==> src/rtl/alu_pkg.sv <==
// Shared types and defaults for the ALU command sequencer.
// Latency: n/a (types and constants only).
// Backpressure: n/a.
package alu_pkg;

    typedef enum logic [2:0] {
        IDLE,
        LOAD_A,
        LOAD_B,
        SETTLE,
        SEND,
        WAIT_TX,
        DONE
    } seq_state_t;

    typedef struct packed {
        logic [3:0] op;
        logic [3:0] a;
        logic [3:0] b;
    } alu_cmd_t;

    localparam int FIFO_DEPTH_DEF   = 4;
    localparam int ALU_LAT_DEF      = 2;
    localparam int BUSY_TIMEOUT_DEF = 16;

    // Wide enough for both the settle hold and the busy timeout window.
    localparam int SEQ_CNT_W = 8;

endpackage

==> src/rtl/alu_op_sequencer_if.sv <==
// Pin bundle between command source, sequencer and ALU/UART datapath.
// Latency: n/a (wires only).
// Backpressure: cmd_valid/cmd_ready on the command side; uartbusy on the UART side.
// Modports: slave = sequencer view, master = environment (command source + datapath) view.
interface alu_op_sequencer_if #(
    parameter int FIFO_DEPTH = 4
);
    localparam int CNT_W = $clog2(FIFO_DEPTH) + 1;

    logic             cmd_valid;
    logic             cmd_ready;
    logic [3:0]       cmd_op;
    logic [3:0]       cmd_a;
    logic [3:0]       cmd_b;
    logic             alu_save_a_n;
    logic             alu_save_b_n;
    logic [3:0]       alu_data;
    logic [3:0]       alu_op_select;
    logic             uart_tx_en;
    logic             uartbusy;
    logic             done_pulse;
    logic             err_timeout;
    logic             err_clr;
    logic [CNT_W-1:0] fifo_count;
    logic             seq_busy;

    modport slave (
        input  cmd_valid, cmd_op, cmd_a, cmd_b, uartbusy, err_clr,
        output cmd_ready, alu_save_a_n, alu_save_b_n, alu_data, alu_op_select,
               uart_tx_en, done_pulse, err_timeout, fifo_count, seq_busy
    );

    modport master (
        output cmd_valid, cmd_op, cmd_a, cmd_b, uartbusy, err_clr,
        input  cmd_ready, alu_save_a_n, alu_save_b_n, alu_data, alu_op_select,
               uart_tx_en, done_pulse, err_timeout, fifo_count, seq_busy
    );
endinterface

==> src/rtl/alu_op_sequencer_cmd_fifo.sv <==
// cmd_fifo: synchronous FIFO of alu_cmd_t with occupancy count.
// Latency: 1 clk push-to-visible at head; head is valid whenever o_count != 0.
// Backpressure: o_rdy low when full; a push while full is dropped.
// Ports: i_push/i_dat/o_rdy write side, i_pop/o_head read side, o_count occupancy.
module cmd_fifo
    import alu_pkg::*;
#(
    parameter int DEPTH = 4
) (
    input  logic                   clk,
    input  logic                   reset_n,
    input  logic                   i_push,
    input  alu_cmd_t               i_dat,
    output logic                   o_rdy,
    input  logic                   i_pop,
    output alu_cmd_t               o_head,
    output logic [$clog2(DEPTH):0] o_count
);
    localparam int AW = $clog2(DEPTH);

    alu_cmd_t      r_mem [DEPTH];
    logic [AW-1:0] r_wr;
    logic [AW-1:0] r_rd;
    logic [AW:0]   r_count;
    logic          w_full;
    logic          w_push;
    logic          w_pop;

    assign w_full  = (r_count == (AW+1)'(DEPTH));
    assign w_push  = i_push && !w_full;
    assign w_pop   = i_pop && (r_count != '0);
    assign o_rdy   = !w_full;
    assign o_head  = r_mem[r_rd];
    assign o_count = r_count;

    // Storage carries no reset; only pointers and count define validity.
    always_ff @(posedge clk) begin
        if (w_push) begin
            r_mem[r_wr] <= i_dat;
        end
    end

    // DEPTH is a power of two, so the pointers wrap by natural overflow.
    always_ff @(posedge clk or negedge reset_n) begin
        if (!reset_n) begin
            r_wr    <= '0;
            r_rd    <= '0;
            r_count <= '0;
        end else begin
            if (w_push) r_wr <= r_wr + AW'(1);
            if (w_pop)  r_rd <= r_rd + AW'(1);
            if (w_push && !w_pop)      r_count <= r_count + (AW+1)'(1);
            else if (w_pop && !w_push) r_count <= r_count - (AW+1)'(1);
        end
    end
endmodule

==> src/rtl/alu_op_sequencer.sv <==
// alu_op_sequencer: queues {op,a,b} commands and steps latch -> ALU -> UART for each.
// Latency: save_a_n falls 1 clk after the pop; >= 5+ALU_LAT+frame clks per command.
// Backpressure: cmd_ready low when the queue is full; uartbusy holds the FSM in WAIT_TX.
// Ports: clk, reset_n (async, active-low); bus carries command handshake, latch strobes,
//        operand/op select, UART enable/busy, done/error status, queue count and busy flag.
module alu_op_sequencer
    import alu_pkg::*;
#(
    parameter int FIFO_DEPTH   = FIFO_DEPTH_DEF,
    parameter int ALU_LAT      = ALU_LAT_DEF,
    parameter int BUSY_TIMEOUT = BUSY_TIMEOUT_DEF
) (
    input  logic               clk,
    input  logic               reset_n,
    alu_op_sequencer_if.slave  bus
);
    seq_state_t                  r_state;
    seq_state_t                  w_next;
    logic [SEQ_CNT_W-1:0]        r_cnt;
    logic [3:0]                  r_b;
    logic [3:0]                  r_op_sel;
    logic [3:0]                  r_alu_data;
    logic                        r_err;

    alu_cmd_t                    w_in;
    alu_cmd_t                    w_head;
    logic                        w_rdy;
    logic                        w_pop;
    logic                        w_timeout;
    logic [$clog2(FIFO_DEPTH):0] w_count;
    logic                        w_save_a_n;
    logic                        w_save_b_n;
    logic                        w_tx_en;
    logic                        w_done;

    assign w_in = '{op: bus.cmd_op, a: bus.cmd_a, b: bus.cmd_b};

    cmd_fifo #(.DEPTH(FIFO_DEPTH)) u_fifo (
        .clk     (clk),
        .reset_n (reset_n),
        .i_push  (bus.cmd_valid),
        .i_dat   (w_in),
        .o_rdy   (w_rdy),
        .i_pop   (w_pop),
        .o_head  (w_head),
        .o_count (w_count)
    );

    always_ff @(posedge clk or negedge reset_n) begin
        if (!reset_n) begin
            r_state    <= IDLE;
            r_cnt      <= '0;
            r_b        <= '0;
            r_op_sel   <= '0;
            r_alu_data <= '0;
            r_err      <= 1'b0;
        end else begin
            r_state <= w_next;
            // Counter restarts on every state change, so SETTLE and SEND
            // each measure their own dwell from zero.
            if (w_next != r_state)                  r_cnt <= '0;
            else if (r_state == SETTLE || r_state == SEND) r_cnt <= r_cnt + SEQ_CNT_W'(1);

            // op select is only written at the pop, so it stays put for
            // the whole command including the UART frame.
            if (w_pop) begin
                r_b        <= w_head.b;
                r_op_sel   <= w_head.op;
                r_alu_data <= w_head.a;
            end else if (r_state == LOAD_A) begin
                r_alu_data <= r_b;
            end

            if (bus.err_clr)    r_err <= 1'b0;
            else if (w_timeout) r_err <= 1'b1;
        end
    end

    always_comb begin
        w_next     = r_state;
        w_pop      = 1'b0;
        w_timeout  = 1'b0;
        w_save_a_n = 1'b1;
        w_save_b_n = 1'b1;
        w_tx_en    = 1'b0;
        w_done     = 1'b0;
        case (r_state)
            IDLE: begin
                if (w_count != '0) begin
                    w_pop  = 1'b1;
                    w_next = LOAD_A;
                end
            end
            LOAD_A: begin
                w_save_a_n = 1'b0;
                w_next     = LOAD_B;
            end
            LOAD_B: begin
                w_save_b_n = 1'b0;
                w_next     = SETTLE;
            end
            SETTLE: begin
                if (r_cnt == SEQ_CNT_W'(ALU_LAT - 1)) w_next = SEND;
            end
            SEND: begin
                w_tx_en = 1'b1;
                if (bus.uartbusy) begin
                    w_next = WAIT_TX;
                end else if (r_cnt == SEQ_CNT_W'(BUSY_TIMEOUT - 1)) begin
                    w_timeout = 1'b1;
                    w_next    = DONE;
                end
            end
            WAIT_TX: begin
                if (!bus.uartbusy) w_next = DONE;
            end
            DONE: begin
                w_done = 1'b1;
                w_next = IDLE;
            end
            default: w_next = IDLE;
        endcase
    end

    assign bus.cmd_ready     = w_rdy;
    assign bus.alu_save_a_n  = w_save_a_n;
    assign bus.alu_save_b_n  = w_save_b_n;
    assign bus.alu_data      = r_alu_data;
    assign bus.alu_op_select = r_op_sel;
    assign bus.uart_tx_en    = w_tx_en;
    assign bus.done_pulse    = w_done;
    assign bus.err_timeout   = r_err;
    assign bus.fifo_count    = w_count;
    assign bus.seq_busy      = (r_state != IDLE);
endmodule
==> src/flat_wrapper.sv <==
// flat-port wrapper written by rule: the top's interface ports become plain ports
module alu_op_sequencer_flat import alu_pkg::*;
#(
    parameter int FIFO_DEPTH   = FIFO_DEPTH_DEF,
    parameter int ALU_LAT      = ALU_LAT_DEF,
    parameter int BUSY_TIMEOUT = BUSY_TIMEOUT_DEF
)
  (clk, reset_n, bus_cmd_valid, bus_cmd_op, bus_cmd_a, bus_cmd_b, bus_uartbusy, bus_err_clr, bus_cmd_ready, bus_alu_save_a_n, bus_alu_save_b_n, bus_alu_data, bus_alu_op_select, bus_uart_tx_en, bus_done_pulse, bus_err_timeout, bus_fifo_count, bus_seq_busy);
  alu_op_sequencer_if #(.FIFO_DEPTH(FIFO_DEPTH)) bus_i ();
  input  logic clk;
  input  logic reset_n;
  input wire logic [$bits(bus_i.cmd_valid)-1:0] bus_cmd_valid;
  input wire logic [$bits(bus_i.cmd_op)-1:0] bus_cmd_op;
  input wire logic [$bits(bus_i.cmd_a)-1:0] bus_cmd_a;
  input wire logic [$bits(bus_i.cmd_b)-1:0] bus_cmd_b;
  input wire logic [$bits(bus_i.uartbusy)-1:0] bus_uartbusy;
  input wire logic [$bits(bus_i.err_clr)-1:0] bus_err_clr;
  output wire logic [$bits(bus_i.cmd_ready)-1:0] bus_cmd_ready;
  output wire logic [$bits(bus_i.alu_save_a_n)-1:0] bus_alu_save_a_n;
  output wire logic [$bits(bus_i.alu_save_b_n)-1:0] bus_alu_save_b_n;
  output wire logic [$bits(bus_i.alu_data)-1:0] bus_alu_data;
  output wire logic [$bits(bus_i.alu_op_select)-1:0] bus_alu_op_select;
  output wire logic [$bits(bus_i.uart_tx_en)-1:0] bus_uart_tx_en;
  output wire logic [$bits(bus_i.done_pulse)-1:0] bus_done_pulse;
  output wire logic [$bits(bus_i.err_timeout)-1:0] bus_err_timeout;
  output wire logic [$bits(bus_i.fifo_count)-1:0] bus_fifo_count;
  output wire logic [$bits(bus_i.seq_busy)-1:0] bus_seq_busy;
  assign bus_i.cmd_valid = bus_cmd_valid;
  assign bus_i.cmd_op = bus_cmd_op;
  assign bus_i.cmd_a = bus_cmd_a;
  assign bus_i.cmd_b = bus_cmd_b;
  assign bus_i.uartbusy = bus_uartbusy;
  assign bus_i.err_clr = bus_err_clr;
  assign bus_cmd_ready = bus_i.cmd_ready;
  assign bus_alu_save_a_n = bus_i.alu_save_a_n;
  assign bus_alu_save_b_n = bus_i.alu_save_b_n;
  assign bus_alu_data = bus_i.alu_data;
  assign bus_alu_op_select = bus_i.alu_op_select;
  assign bus_uart_tx_en = bus_i.uart_tx_en;
  assign bus_done_pulse = bus_i.done_pulse;
  assign bus_err_timeout = bus_i.err_timeout;
  assign bus_fifo_count = bus_i.fifo_count;
  assign bus_seq_busy = bus_i.seq_busy;
  alu_op_sequencer #(.FIFO_DEPTH(FIFO_DEPTH), .ALU_LAT(ALU_LAT), .BUSY_TIMEOUT(BUSY_TIMEOUT)) u_core (.clk(clk), .reset_n(reset_n), .bus(bus_i));
endmodule
==> config.mk <==
export PLATFORM = sky130hd
export DESIGN_NAME = alu_op_sequencer_flat
export DESIGN_NICKNAME = d
export VERILOG_FILES = /design/src/rtl/alu_pkg.sv /design/src/rtl/alu_op_sequencer_if.sv /design/src/rtl/alu_op_sequencer_cmd_fifo.sv /design/src/rtl/alu_op_sequencer.sv /design/src/flat_wrapper.sv
export SDC_FILE = /design/constraint.sdc
export NUM_CORES = 1
export LEC_CHECK = 0
export ABC_AREA = 1
export BUFFER_PORTS_ARGS = -buffer_cell sky130_fd_sc_hd__buf_2
export CORE_ASPECT_RATIO = 2
export CORE_MARGIN = 2
export CORE_UTILIZATION = 40
export CTS_CLUSTER_SIZE = 24
export DETAILED_ROUTE_END_ITERATION = 7
export PLACE_DENSITY_LB_ADDON = 0.08
export SLEW_MARGIN = 40
export SYNTH_ARGS = -nofsm -noshare
export SYNTH_HDL_FRONTEND = slang
export SYNTH_SLANG_ARGS = --single-unit
==> constraint.sdc <==
create_clock -name clk -period 2.81 [get_ports clk]
set_clock_uncertainty 0.1 [all_clocks]
set_input_delay 0.281 -clock clk [delete_from_list [all_inputs] [get_ports clk]]
set_output_delay 0.281 -clock clk [all_outputs]
set_load 0.01 [all_outputs]
Word-level counts from Yosys, hierarchy flattened
Memories as Yosys holds them, arrays and structs flattened.
Index checks and enable logic that the tools add are counted.
- register bits after elaboration: 31
- RAM bits: 48
- input port bits: 17
- memories: 1
- memory list (memory ; depth ; width ; read ports ; clocked after Yosys merged registers in ; wr ports ; line ; RTL):
    u_core.u_fifo.r_mem ; 4 ; 12 ; 1 ; 0 ; 1 ; alu_op_sequencer_cmd_fifo.sv:21 ; alu_cmd_t r_mem [DEPTH];
- $add $sub $neg: 5
- eq/ne operators: 10
- muxes and demuxes: 25
- reduce and logical (&&, ||, !) cells: 15
- operators with widths (operator ; number):
    3-bit 2-to-1 mux ; 7
    3-bit one-hot mux with 6 select lines ; 1
    8-bit 2-to-1 mux ; 2
    1-bit 2-to-1 mux ; 13
    3-bit equality test, second input constant ; 4
    8-bit by 1-bit adder with 8-bit output, second input constant ; 1
    8-bit by 1-bit equality test with 1-bit output, second input constant ; 1
    8-bit by 4-bit equality test with 1-bit output, second input constant ; 1
    4-bit 2-to-1 mux ; 2
    2-bit nonzero test ; 4
    3-bit by 2-bit equality test with 1-bit output, second input constant ; 2
    3-bit nonzero test ; 2
    2-bit by 1-bit adder with 2-bit output, second input constant ; 2
    1-bit logical AND ; 4
    3-bit by 1-bit adder with 3-bit output, second input constant ; 1
    3-bit by 1-bit equality test with 1-bit output, second input constant ; 1
    1-bit logical NOT ; 3
    3-bit logical NOT ; 1
    3-bit inequality test ; 1
    3-bit by 1-bit subtractor with 3-bit output, second input constant ; 1
    1-bit logical OR ; 1

Longest topological paths before layout
Gate-level depths: netlist of run 1.
- depth in word-level cells: 7
- mapped depth: 11
- depth with buffers taken out: 11

By module
Synthesis of run 1 repeated with hierarchy kept, for this count alone.
- cells, all modules: 360
- area, all modules: 3749.8 µm²
- modules (own cells, without submodules) (module ; times used ; cells each ; area each (µm²) ; seq. area each (µm²)):
    cmd_fifo ; 1 ; 199 ; 2431.1 ; 1616.6
    alu_op_sequencer ; 1 ; 161 ; 1318.8 ; 600.6

Worst setup path before layout of run 1
OpenSTA, ideal clock, no wires.
- path type: reg2reg
- start point: register u_core.u_fifo.r_count[0] (netlist: u_core.u_fifo.o_count[0])
- end point: register u_core.u_fifo.r_count[2] (netlist: u_core.u_fifo.o_count[2])
- setup time: 0.126 ns
- data arrival time: 1.939 ns
- required time: 2.584 ns
- setup slack: 0.644 ns
- stages on the path, launching flop included: 12
- cells stage by stage: dfrtp_1 > inv_1 > nand2_1 > nor2_1 > nor2_8 > inv_2 > ha_1 > inv_1 > fa_1 > a21oi_1 > o21ai_0 > xnor2_1
- longest elaborated chain between the ends: 7
- elaborated cells on any way between the ends: 16
- classes of those cells: add/sub: 2; eq/ne: 1; mux: 4; reduce/logical: 9
- ends and longest elaborated chain (element ; line ; RTL):
    from (decl) ; alu_op_sequencer_cmd_fifo.sv:24 ; logic [AW:0] r_count;
    from (signal assigned) ; alu_op_sequencer_cmd_fifo.sv:52 ; if (w_push && !w_pop) r_count <= r_count + (AW+1)'(1);
    from (signal assigned) ; alu_op_sequencer_cmd_fifo.sv:53 ; else if (w_pop && !w_push) r_count <= r_count - (AW+1)'(1);
    3-bit nonzero test ; alu_op_sequencer_cmd_fifo.sv:31, alu_op_sequencer.sv:89 ;
    1-bit 2-to-1 mux ; alu_op_sequencer.sv:89 ; if (w_count != '0) begin
    1-bit 2-to-1 mux ; alu_op_sequencer.sv:87 ; case (r_state)
    1-bit logical AND ; alu_op_sequencer_cmd_fifo.sv:31 ; assign w_pop = i_pop && (r_count != '0);
    1-bit logical NOT ; alu_op_sequencer_cmd_fifo.sv:52 ;
    1-bit logical AND ; alu_op_sequencer_cmd_fifo.sv:52 ;
    3-bit 2-to-1 mux or 2-bit nonzero test (tied branches) ; n/a ;
Several ways; a longest one is shown, not always the timed one. The select of a mux whose other input is x is not followed.
A chain may end at the register's enable or synchronous reset.

Worst setup path after layout of run 1
Ends and elaborated chain as after synthesis.

==> out/qor.yml, run 1 <==
outcome:
  status: "completed"
yosys:
  yosysTopAreaCellShare_pct: 41.8
  synth_area_leaders: "edfxtp_1 (42%), dfrtp_1 (23%), nor2_1 (6.0%), nand2_1 (4.2%), o21ai_0 (3.3%)"
  synth_top_cell_by_area: "edfxtp_1"
  netlist_area_mm2: 0.00345
  ys_async_sr_fraction_pct: 39.2
  synth.ff_latch_count: 79
  yosysWarnings: 0
  synthCells: 311
  syn_avg_cell_area_um2: 11.1
  synth.yosys.seq_area_share_pct: 64.3
  synth.distinct_cells: 32
  synth_ff_type: "edfxtp_1"
  synth_edf_count: 48
  synth_nets: 336
global_routing:
  use_met2_pct: 31.6
  grtUsageMet3_pct: 3.35
  met1_usage_pct: 16.5
  grt_pass1_wl_mm: 11.6
  grt_max_degree: 32
  grt_most_used_layer: "met2"
  grt_usage_pct: 16.5
  overflow: 0
  grt_pass1_vias: 2349
  antenna_found_initial: 0
power_and_ir_drop:
  intPower_w: 0.00300
  switching_power_w: 0.00165
  ir_drop_v: 0.000488
  power_frac_comb_pct: 34.5
  p_clk_share_pct: 28.3
  switching_share_pct: 35.6
  power.density_mw_per_mm2: 1120
  p_leak_nw: 1.72
  power_frac_seq_pct: 37.2
layout:
  final_cell_mix: "nor2_1 (55), edfxtp_1 (48), nand2_1 (39)"
  area_growth_pct: 19.9
  diodes: 0
  drive_gt1_share_pct: 20.2
  fillers: 834
  layout_commonest_cell: "nor2_1"
  final_area_mm2: 0.00413
  nets: 381
  layout.cells.non_filler: 461
clock_tree:
  post_cts_buffers: 0
  root_buffer: "clkbuf_16"
  clk_pin_slew_ns: 0.06
  cts.path.max_buffers: 2
  cts.sinks: 79
  cts_resized: 0
  cts_made_buffers: 9
  htreeDepth: 3
  insertion_delay_ns: 0.33
  cts_tree: "built"
  cts_hold_buf: 2
worst_setup_path:
  worst_setup_path_start_kind: "flip-flop"
  ff2ff_path_depth: 11
  max_stage_delay_ns: 0.43
  crit_top_cell: "inv_1"
  required_ns: 2.93
  worst-setup-path-type: "reg2reg"
  critPathTopFamily: "adder cells"
  regToRegStartpoint: "u_core.u_fifo.o_count[0]$_DFFE_PN0P_"
  arrival_ns: 2.45
  r2r_slack_ns: 0.48
  cp_cell_sequence: "inv_1, nand2_1, nor2_1, nor2_8, inv_2, ha_1, inv_1, fa_1, a21oi_1, o21ai_0, xnor2_1"
  crit_path_top_delay_cell: "dfrtp_1"
  r2r-end: "u_core.u_fifo.o_count[2]$_DFFE_PN0P_"
  cp-end-kind: "flip-flop"
  crit_buf_inv: 3
  crit_fanout: 18
detailed_routing:
  wl_mm: 7.11
  drt_iter0_markers: 66
  drtPass1Iterations: 4
  drc_errors: 0
  dr_total_vias: 2283
  post_drt_wl_per_cell_um: 15.4
  routed_via_density: 4.95
  antenna_left: 0
sta:
  max_slew_margin_pct: 51.3
  fin_crit_ns: 2.33
  rsz0062_at_grt: "no"
  tns_ns: 0
  tightestPinTransition_ns: 0.729
  setup_viol: 0
  finalHoldViolCount: 0
  max_freq_mhz: 428
  hold_ws_ns: 0.0634
  min_period_over_period_pct: 83.1
  final_max_slew_viol_count: 0
job:
  maxCapViolations: 0
die:
  start_util_pct: 40.4
  rows: 48
  die_area_mm2: 0.00942
  chipWidth_um: 69.6
  die_h_um: 135
  core-area_mm2: 0.00853
  io_pins: 35
min_path:
  min_path_type: "in2reg"
  hold_depth: 1
  min_delay_worst_endpoint: "u_core.u_fifo.r_mem[0][1]$_DFFE_PP_"
  hold_start: "bus_cmd_b[1]"
place:
  hpwl_mm: 4.90
  place_area_mm2: 0.00374
  place_inst: 442
  gp_congestion: 0.805
  portBuffers: 34
per-layer routing:
metal	vias to the layer above	share of wire [%]
li1	1137	-
met1	1092	38
met2	39	57
met3	15	2.6
met4	0	2.8
met5	-	0
cells in the mapped netlist, types with 3 or more instances:
master,n
nor2_1,55
edfxtp_1,48
nand2_1,39
dfrtp_1,31
inv_1,28
o21ai_0,23
nand3_1,12
a21oi_1,10
ha_1,7
nand3_2,6
o22ai_1,6
buf_2,5
xnor2_1,5
xor2_1,5
a31oi_1,4
inv_2,3
worst max path at each step:
stage,slack [ns],from,cells past startpoint,endpoint
2_1_floorplan,0.64,u_core.u_fifo.o_count[0]$_DFFE_PN0P_,11,u_core.u_fifo.o_count[2]$_DFFE_PN0P_
3_3_place_gp,0.48,u_core.u_fifo.o_count[0]$_DFFE_PN0P_,11,u_core.u_fifo.o_count[2]$_DFFE_PN0P_
3_5_place_dp,0.46,u_core.u_fifo.o_count[0]$_DFFE_PN0P_,11,u_core.u_fifo.o_count[2]$_DFFE_PN0P_
4_1_cts,0.45,u_core.u_fifo.o_count[0]$_DFFE_PN0P_,11,u_core.u_fifo.o_count[2]$_DFFE_PN0P_
5_1_grt,0.31,u_core.u_fifo.o_count[0]$_DFFE_PN0P_,11,u_core.u_fifo.o_count[2]$_DFFE_PN0P_
6_report,0.48,u_core.u_fifo.o_count[0]$_DFFE_PN0P_,11,u_core.u_fifo.o_count[2]$_DFFE_PN0P_
area by class of cell:
type                       instances  area, um^2  area share, %
sequential                        79        2220           53.7
multi-input combinational        192        1070           25.9
timing repair buffer              42         255           6.18
clock buffer                      13         250           6.06
tap                              100         125           3.03
inverter                          32         123           2.97
clock inverter                     3        90.1           2.18
sequential cells by signal, indices dropped and copies added (netlist names):
name	cells
u_core.bus.alu_op_select	4
u_core.u_fifo.r_wr	2
u_core.r_state	3
u_core.u_fifo.r_mem	48
u_core.r_cnt	8
u_core.bus.err_timeout	1
u_core.bus.alu_data	4
u_core.r_b	4
u_core.u_fifo.o_count	3
u_core.u_fifo.r_rd	2
worst register-to-register path, delay by kind of cell (launching register included):
| kind | cells | cell delay (ns) |
|---|---|---|
| xor+xnor | 1 | 0.13 |
| buf+inv | 3 | 0.30 |
| compound gates | 2 | 0.26 |
| simple gates | 3 | 0.46 |
| flops | 1 | 0.43 |
| fa+ha+maj | 2 | 0.54 |
through the flow:
step | utilization [%] | worst slack [ns] | total power, W
3_3_place_gp | 43.9 | 0.484 | 0.00335
4_1_cts | 48.1 | 0.448 | 0.00471
6_report | 48.4 | 0.475 | 0.00465
2_1_floorplan | - | 0.644 | 0.00286
3_5_place_dp | 43.9 | 0.457 | 0.00337
5_1_grt | 48.4 | 0.313 | 0.00498
logic make-up (layout without fill, tap and decap cells):
kind of cell	count (synthesis)	after routing	synth area share, %
AO/OA/AOI/OAI	47	47	7.48
XOR/XNOR	10	10	2.54
adder cells (fa/ha/maj)	8	8	3.12
buffers and inverters	40	90	4.61
flip-flops	79	79	64.3
multiplexers	1	1	0.290
AND/OR/NAND/NOR	126	126	17.6
power groups by stage:
stage | sequential (W) | combinational, W | clock (W)
2_1_floorplan | 0.00173 | 0.00112 | 0
3_3_place_gp | 0.00175 | 0.00160 | 0
3_5_place_dp | 0.00175 | 0.00162 | 0
4_1_cts | 0.00173 | 0.00164 | 0.00134
5_1_grt | 0.00177 | 0.00181 | 0.00141
6_report | 0.00173 | 0.00160 | 0.00131
Power figures use the tool's default switching activity.
==> inputs of run 2 (changes only) <==
- clock period: 2.81 -> 1.92 ns (I/O delays scaled with it)
==> out/qor.yml, run 2 (synthesis results as in run 1) <==
sta:
  setup_viol: 0
  tightestPinTransition_ns: 0.495
  finalHoldViolCount: 0
  hold_ws_ns: 0.139
  fin_ws_ns: 0.111
  rsz0062_at_grt: "yes"
  max_slew_margin_pct: 66.9
  min_period_over_period_pct: 94.2
  tns_ns: 0
  max_freq_mhz: 553
  final_max_slew_viol_count: 0
  fin_crit_ns: 1.81
layout:
  layout.cells.non_filler: 485
  fillers: 797
  drive_gt1_share_pct: 25.5
  final_area_mm2: 0.00431
  area_growth_pct: 25.2
  reg_top3: "u_core.u_fifo.r_mem (48), u_core.r_cnt (8)"
  nets: 405
  diodes: 0
  final_cell_mix: "nor2_1 (54), edfxtp_1 (48), nand2_1 (37)"
  layout_commonest_cell: "nor2_1"
  largest_register: "u_core.u_fifo.r_mem"
  largest_reg_flops: 48
detailed_routing:
  drc_errors: 0
  wl_met3_um: 191
  drt-met1-wl_mm: 2.76
  post_drt_wl_per_cell_um: 14.8
  wl_mm: 7.16
  drtPass1Iterations: 4
  top_layer_used: "met4"
  routed_via_density: 4.96
  wl_met2_mm: 4.04
  drt_iter0_markers: 64
  antenna_left: 0
  dr_total_vias: 2405
clock_tree:
  cts_made_buffers: 9
  post_cts_buffers: 0
  htreeDepth: 3
  cts_tree: "built"
  insertion_delay_ns: 0.32
  root_buffer: "clkbuf_16"
  cts.path.max_buffers: 2
  cts.sinks: 79
  clk_pin_slew_ns: 0.06
die:
  die_area_mm2: 0.00942
  start_util_pct: 40.4
  chipWidth_um: 69.6
  rows: 48
  io_pins: 35
  core-area_mm2: 0.00853
  die_h_um: 135
worst_setup_path:
  max_stage_delay_ns: 0.39
  cp.depth: 11
  required_ns: 2.03
  crit_fanout: 3
  worst-setup-path-type: "reg2reg"
  crit_path_top_delay_cell: "dfrtp_1"
  cp-end-kind: "flip-flop"
  arrival_ns: 1.92
  crit_buf_inv: 3
  crit_top_cell: "inv_2"
  worst_setup_path_start_kind: "flip-flop"
  ff2ff_path_depth: 11
  cp_cell_sequence: "inv_2, nand2_2, nor2_4, nor2_8, inv_4, ha_4, inv_2, fa_2, a21oi_2, o21ai_1, xnor2_1"
  critPathTopFamily: "adder cells"
place:
  place_inst: 455
  gp_congestion: 0.832
  portBuffers: 34
  place_area_mm2: 0.00387
  dp_slack_ns: 0.0749
  hpwl_mm: 4.94
global_routing:
  overflow: 0
  grt_pass1_wl_mm: 11.8
  grt_max_degree: 32
  antenna_found_initial: 0
  grt_pass1_vias: 2391
  grt_usage_pct: 16.5
power_and_ir_drop:
  power.density_mw_per_mm2: 1570
  ir_drop_v: 0.000764
  p_leak_nw: 1.79
job:
  maxCapViolations: 0
min_path:
  hold_depth: 4
  min_path_type: "in2reg"
outcome:
  status: "completed"
run 2: changes by cell type in the layout (fill, tap and decap cells not counted), moves of 3 or more:
| cell | delta |
|---|---|
| inv_1 | -4 |
| inv_2 | +3 |
| buf_4 | +14 |
| dlygate4sd3_1 | +12 |
run 2: final cells by class:
cell class              instances  area, um^2  share of cell area (%)
clock buffers                  12         246                    5.71
multi-input cells             192        1100                    25.6
flip-flops and latches         79        2220                    51.5
clock inverters                 4        47.5                    1.10
repair buffers                 66         448                    10.4
inverters                      32         125                    2.90
well taps                     100         125                    2.90
run 2: routing by layer:
layer	up-vias	global-route usage, %
met5	-	0
met4	0	7.80
met3	11	3.35
met2	42	29.9
met1	1171	18.2
li1	1181	-
run 2: final timing paths:
check / start / endpoint / slack [ns]
max in group asynchronous: reset_n / u_core.u_fifo.o_count[2]$_DFFE_PN0P_ / 1.15
min reg2reg: u_core.r_b[0]$_DFFE_PN0P_ / u_core.r_b[0]$_DFFE_PN0P_ / 0.38
min in group asynchronous: reset_n / u_core.u_fifo.r_wr[0]$_DFFE_PN0P_ / 0.25
max: u_core.u_fifo.o_count[1]$_DFFE_PN0P_ / u_core.u_fifo.o_count[2]$_DFFE_PN0P_ / 0.11
max reg2reg: u_core.u_fifo.o_count[1]$_DFFE_PN0P_ / u_core.u_fifo.o_count[2]$_DFFE_PN0P_ / 0.11
min: bus_cmd_valid / u_core.u_fifo.r_wr[1]$_DFFE_PN0P_ / 0.14
run 2: report_power, final:
| part | switching, W | internal [W] | total [W] |
|---|---|---|---|
| sequential | 0.000175 | 0.00228 | 0.00245 |
| clock | 0.000624 | 0.00104 | 0.00166 |
| combinational | 0.00166 | 0.00101 | 0.00267 |
run 2: what timing repair did:
action                                  in CTS  in global routing
endpoints found under the setup margin       0                  1
resized for setup                            0                  3
hold buffers                                14                  0
hold endpoints to repair                    80                  0
run 2: worst min-delay path, delay by kind of cell:
kind                   cells  cell delay, ns
AOI/OAI and AO/OA          1            0.09
buffers and inverters      2            0.17
and+or+nand+nor            1            0.06
run 2: per-stage QoR:
stage                     util (%)  total power [W]
after CTS                     50.5          0.00689
after global routing          50.6          0.00730
after detailed placement      45.4          0.00518
after floorplan                  -          0.00425
final                         50.6          0.00679
after global placement        45.4          0.00515
==> inputs of run 3 (changes only) <==
- CELL_PAD_IN_SITES_DETAIL_PLACEMENT: unset -> 0
- CELL_PAD_IN_SITES_GLOBAL_PLACEMENT: unset -> 1
- GPL_TIMING_DRIVEN: unset -> 0
- SLEW_MARGIN: 40 -> unset
==> out/qor.yml, run 3 (synthesis results as in run 1) <==
place:
  portBuffers: 34
  gp_congestion: 0.716
  place_inst: 445
  hpwl_mm: 4.97
die:
  io_pins: 35
  start_util_pct: 40.4
  rows: 48
  die_area_mm2: 0.00942
  chipWidth_um: 69.6
  core-area_mm2: 0.00853
  die_h_um: 135
layout:
  layout.cells.non_filler: 487
  layout_commonest_cell: "nor2_1"
  drive_gt1_share_pct: 27.6
  largest_reg_flops: 48
  nets: 407
  largest_register: "u_core.u_fifo.r_mem"
  area_growth_pct: 26.0
  reg_top3: "u_core.u_fifo.r_mem (48), u_core.r_cnt (8)"
  final_cell_mix: "nor2_1 (49), edfxtp_1 (48), buf_2 (39)"
  diodes: 0
worst_setup_path:
  arrival_ns: 1.99
  cp_cell_sequence: "inv_2, nand2_2, nor2_4, nor2_8, inv_6, ha_4, inv_4, fa_2, a21oi_2, o21ai_1, xnor2_1"
  worst_setup_path_start_kind: "flip-flop"
  worst-setup-path-type: "reg2reg"
  cp-end-kind: "flip-flop"
  max_stage_delay_ns: 0.39
  crit_path_top_delay_cell: "dfrtp_1"
  required_ns: 2.03
  crit_fanout: 7
global_routing:
  grt_usage_pct: 16.9
  overflow: 0
  grt_pass1_wl_mm: 11.9
  grt_pass1_vias: 2368
  antenna_found_initial: 0
  grt_max_degree: 32
power_and_ir_drop:
  intPower_w: 0.00431
  power_frac_comb_pct: 39.8
  p_leak_nw: 1.77
  ir_drop_v: 0.000653
  power_frac_seq_pct: 36.3
  p_clk_share_pct: 23.9
  power.density_mw_per_mm2: 1570
  power_w: 0.00684
  switching_share_pct: 36.9
  switching_power_w: 0.00253
sta:
  hold_ws_ns: 0.140
  fin_crit_ns: 1.88
  final_max_slew_viol_count: 0
  max_slew_margin_pct: 49.7
  max_freq_mhz: 533
  rsz0062_at_grt: "yes"
  min_period_over_period_pct: 97.7
  tns_ns: 0
  tightestPinTransition_ns: 0.754
  setup_viol: 0
  finalHoldViolCount: 0
clock_tree:
  cts.path.max_buffers: 2
  cts_tree: "built"
  insertion_delay_ns: 0.33
  root_buffer: "clkbuf_16"
  clk_pin_slew_ns: 0.06
  htreeDepth: 3
  cts_made_buffers: 9
  cts.sinks: 79
detailed_routing:
  routed_via_density: 4.91
  drt_iter0_markers: 78
  drc_errors: 0
  antenna_left: 0
  dr_total_vias: 2393
  post_drt_wl_per_cell_um: 15.0
  drtPass1Iterations: 4
  wl_mm: 7.32
min_path:
  min_path_type: "in2reg"
outcome:
  status: "completed"
job:
  maxCapViolations: 0
-- run 3: cell types whose count changed in the layout (fill, tap and decap cells not counted), sizes merged --
cell      before  now
clkinvlp       1    3
-- run 3: through the flow --
step	setup WS [ns]	cell area, um^2	utilization, %
after global routing	-0.0763	4340	50.9
after detailed placement	-0.373	3770	44.2
after global placement	-0.402	3770	44.2
final	0.0438	4340	50.9
after CTS	0.000687	4290	50.3
after floorplan	-0.00128	3480	-
-- run 3: final timing paths --
kind / start / endpoint / slack [ns] / cells after the start
min in group asynchronous: reset_n / u_core.u_fifo.o_count[1]$_DFFE_PN0P_ / 0.35 / 2
max reg2reg: u_core.u_fifo.o_count[1]$_DFFE_PN0P_ / u_core.u_fifo.o_count[2]$_DFFE_PN0P_ / 0.04 / 11
max: u_core.u_fifo.o_count[1]$_DFFE_PN0P_ / u_core.u_fifo.o_count[2]$_DFFE_PN0P_ / 0.04 / 11
min reg2reg: u_core.r_b[3]$_DFFE_PN0P_ / u_core.r_b[3]$_DFFE_PN0P_ / 0.38 / 2
min: bus_uartbusy / u_core.bus.err_timeout$_DFFE_PN0P_ / 0.14 / 4
max in group asynchronous: reset_n / u_core.r_state[0]$_DFF_PN0_ / 0.84 / 2
-- run 3: per-layer routing --
metal  global-route usage (%)  part of all wire (%)  vias up
li1                         -                     -     1196
met1                     17.3                    38     1142
met2                     31.7                    57       42
met3                     4.02                   2.8       13
met4                     8.33                   2.8        0
met5                        0                     0        -
-- run 3: what timing repair did --
action                     in CTS  in global routing
hold buffers                   14                  0
setup endpoints to repair      50                 14
hold endpoints to repair       80                  0
setup buffers                   7                  5
pin swaps                       3                  3
resized for setup              15                  4
-- run 3: power by group through the flow --
stage	Sequential [W]	Combinational, W	Clock [W]
2_1_floorplan	0.00255	0.00170	0
3_3_place_gp	0.00254	0.00244	0
3_5_place_dp	0.00255	0.00246	0
4_1_cts	0.00249	0.00269	0.00168
5_1_grt	0.00253	0.00305	0.00177
6_report	0.00248	0.00273	0.00163
-- run 3: final cells by class --
class | count | area [um^2]
Buffer | 8 | 36.3
Clock buffer | 10 | 229
Multi-Input combinational cell | 192 | 1130
Timing Repair Buffer | 60 | 404
Fill cell | 800 | 4190
Tap cell | 100 | 125
Sequential cell | 79 | 2220
Inverter | 32 | 135
Clock inverter | 6 | 61.3
-- run 3: critical path: cells and delay by family, from the launching register on --
| family | cells | cell delay (ns) |
|---|---|---|
| buffers and inverters | 3 | 0.20 |
| adder cells (fa/ha/maj) | 2 | 0.48 |
| flip-flops | 1 | 0.39 |
| AO/OA/AOI/OAI | 2 | 0.19 |
| AND/OR/NAND/NOR | 3 | 0.29 |
| XOR/XNOR | 1 | 0.12 |
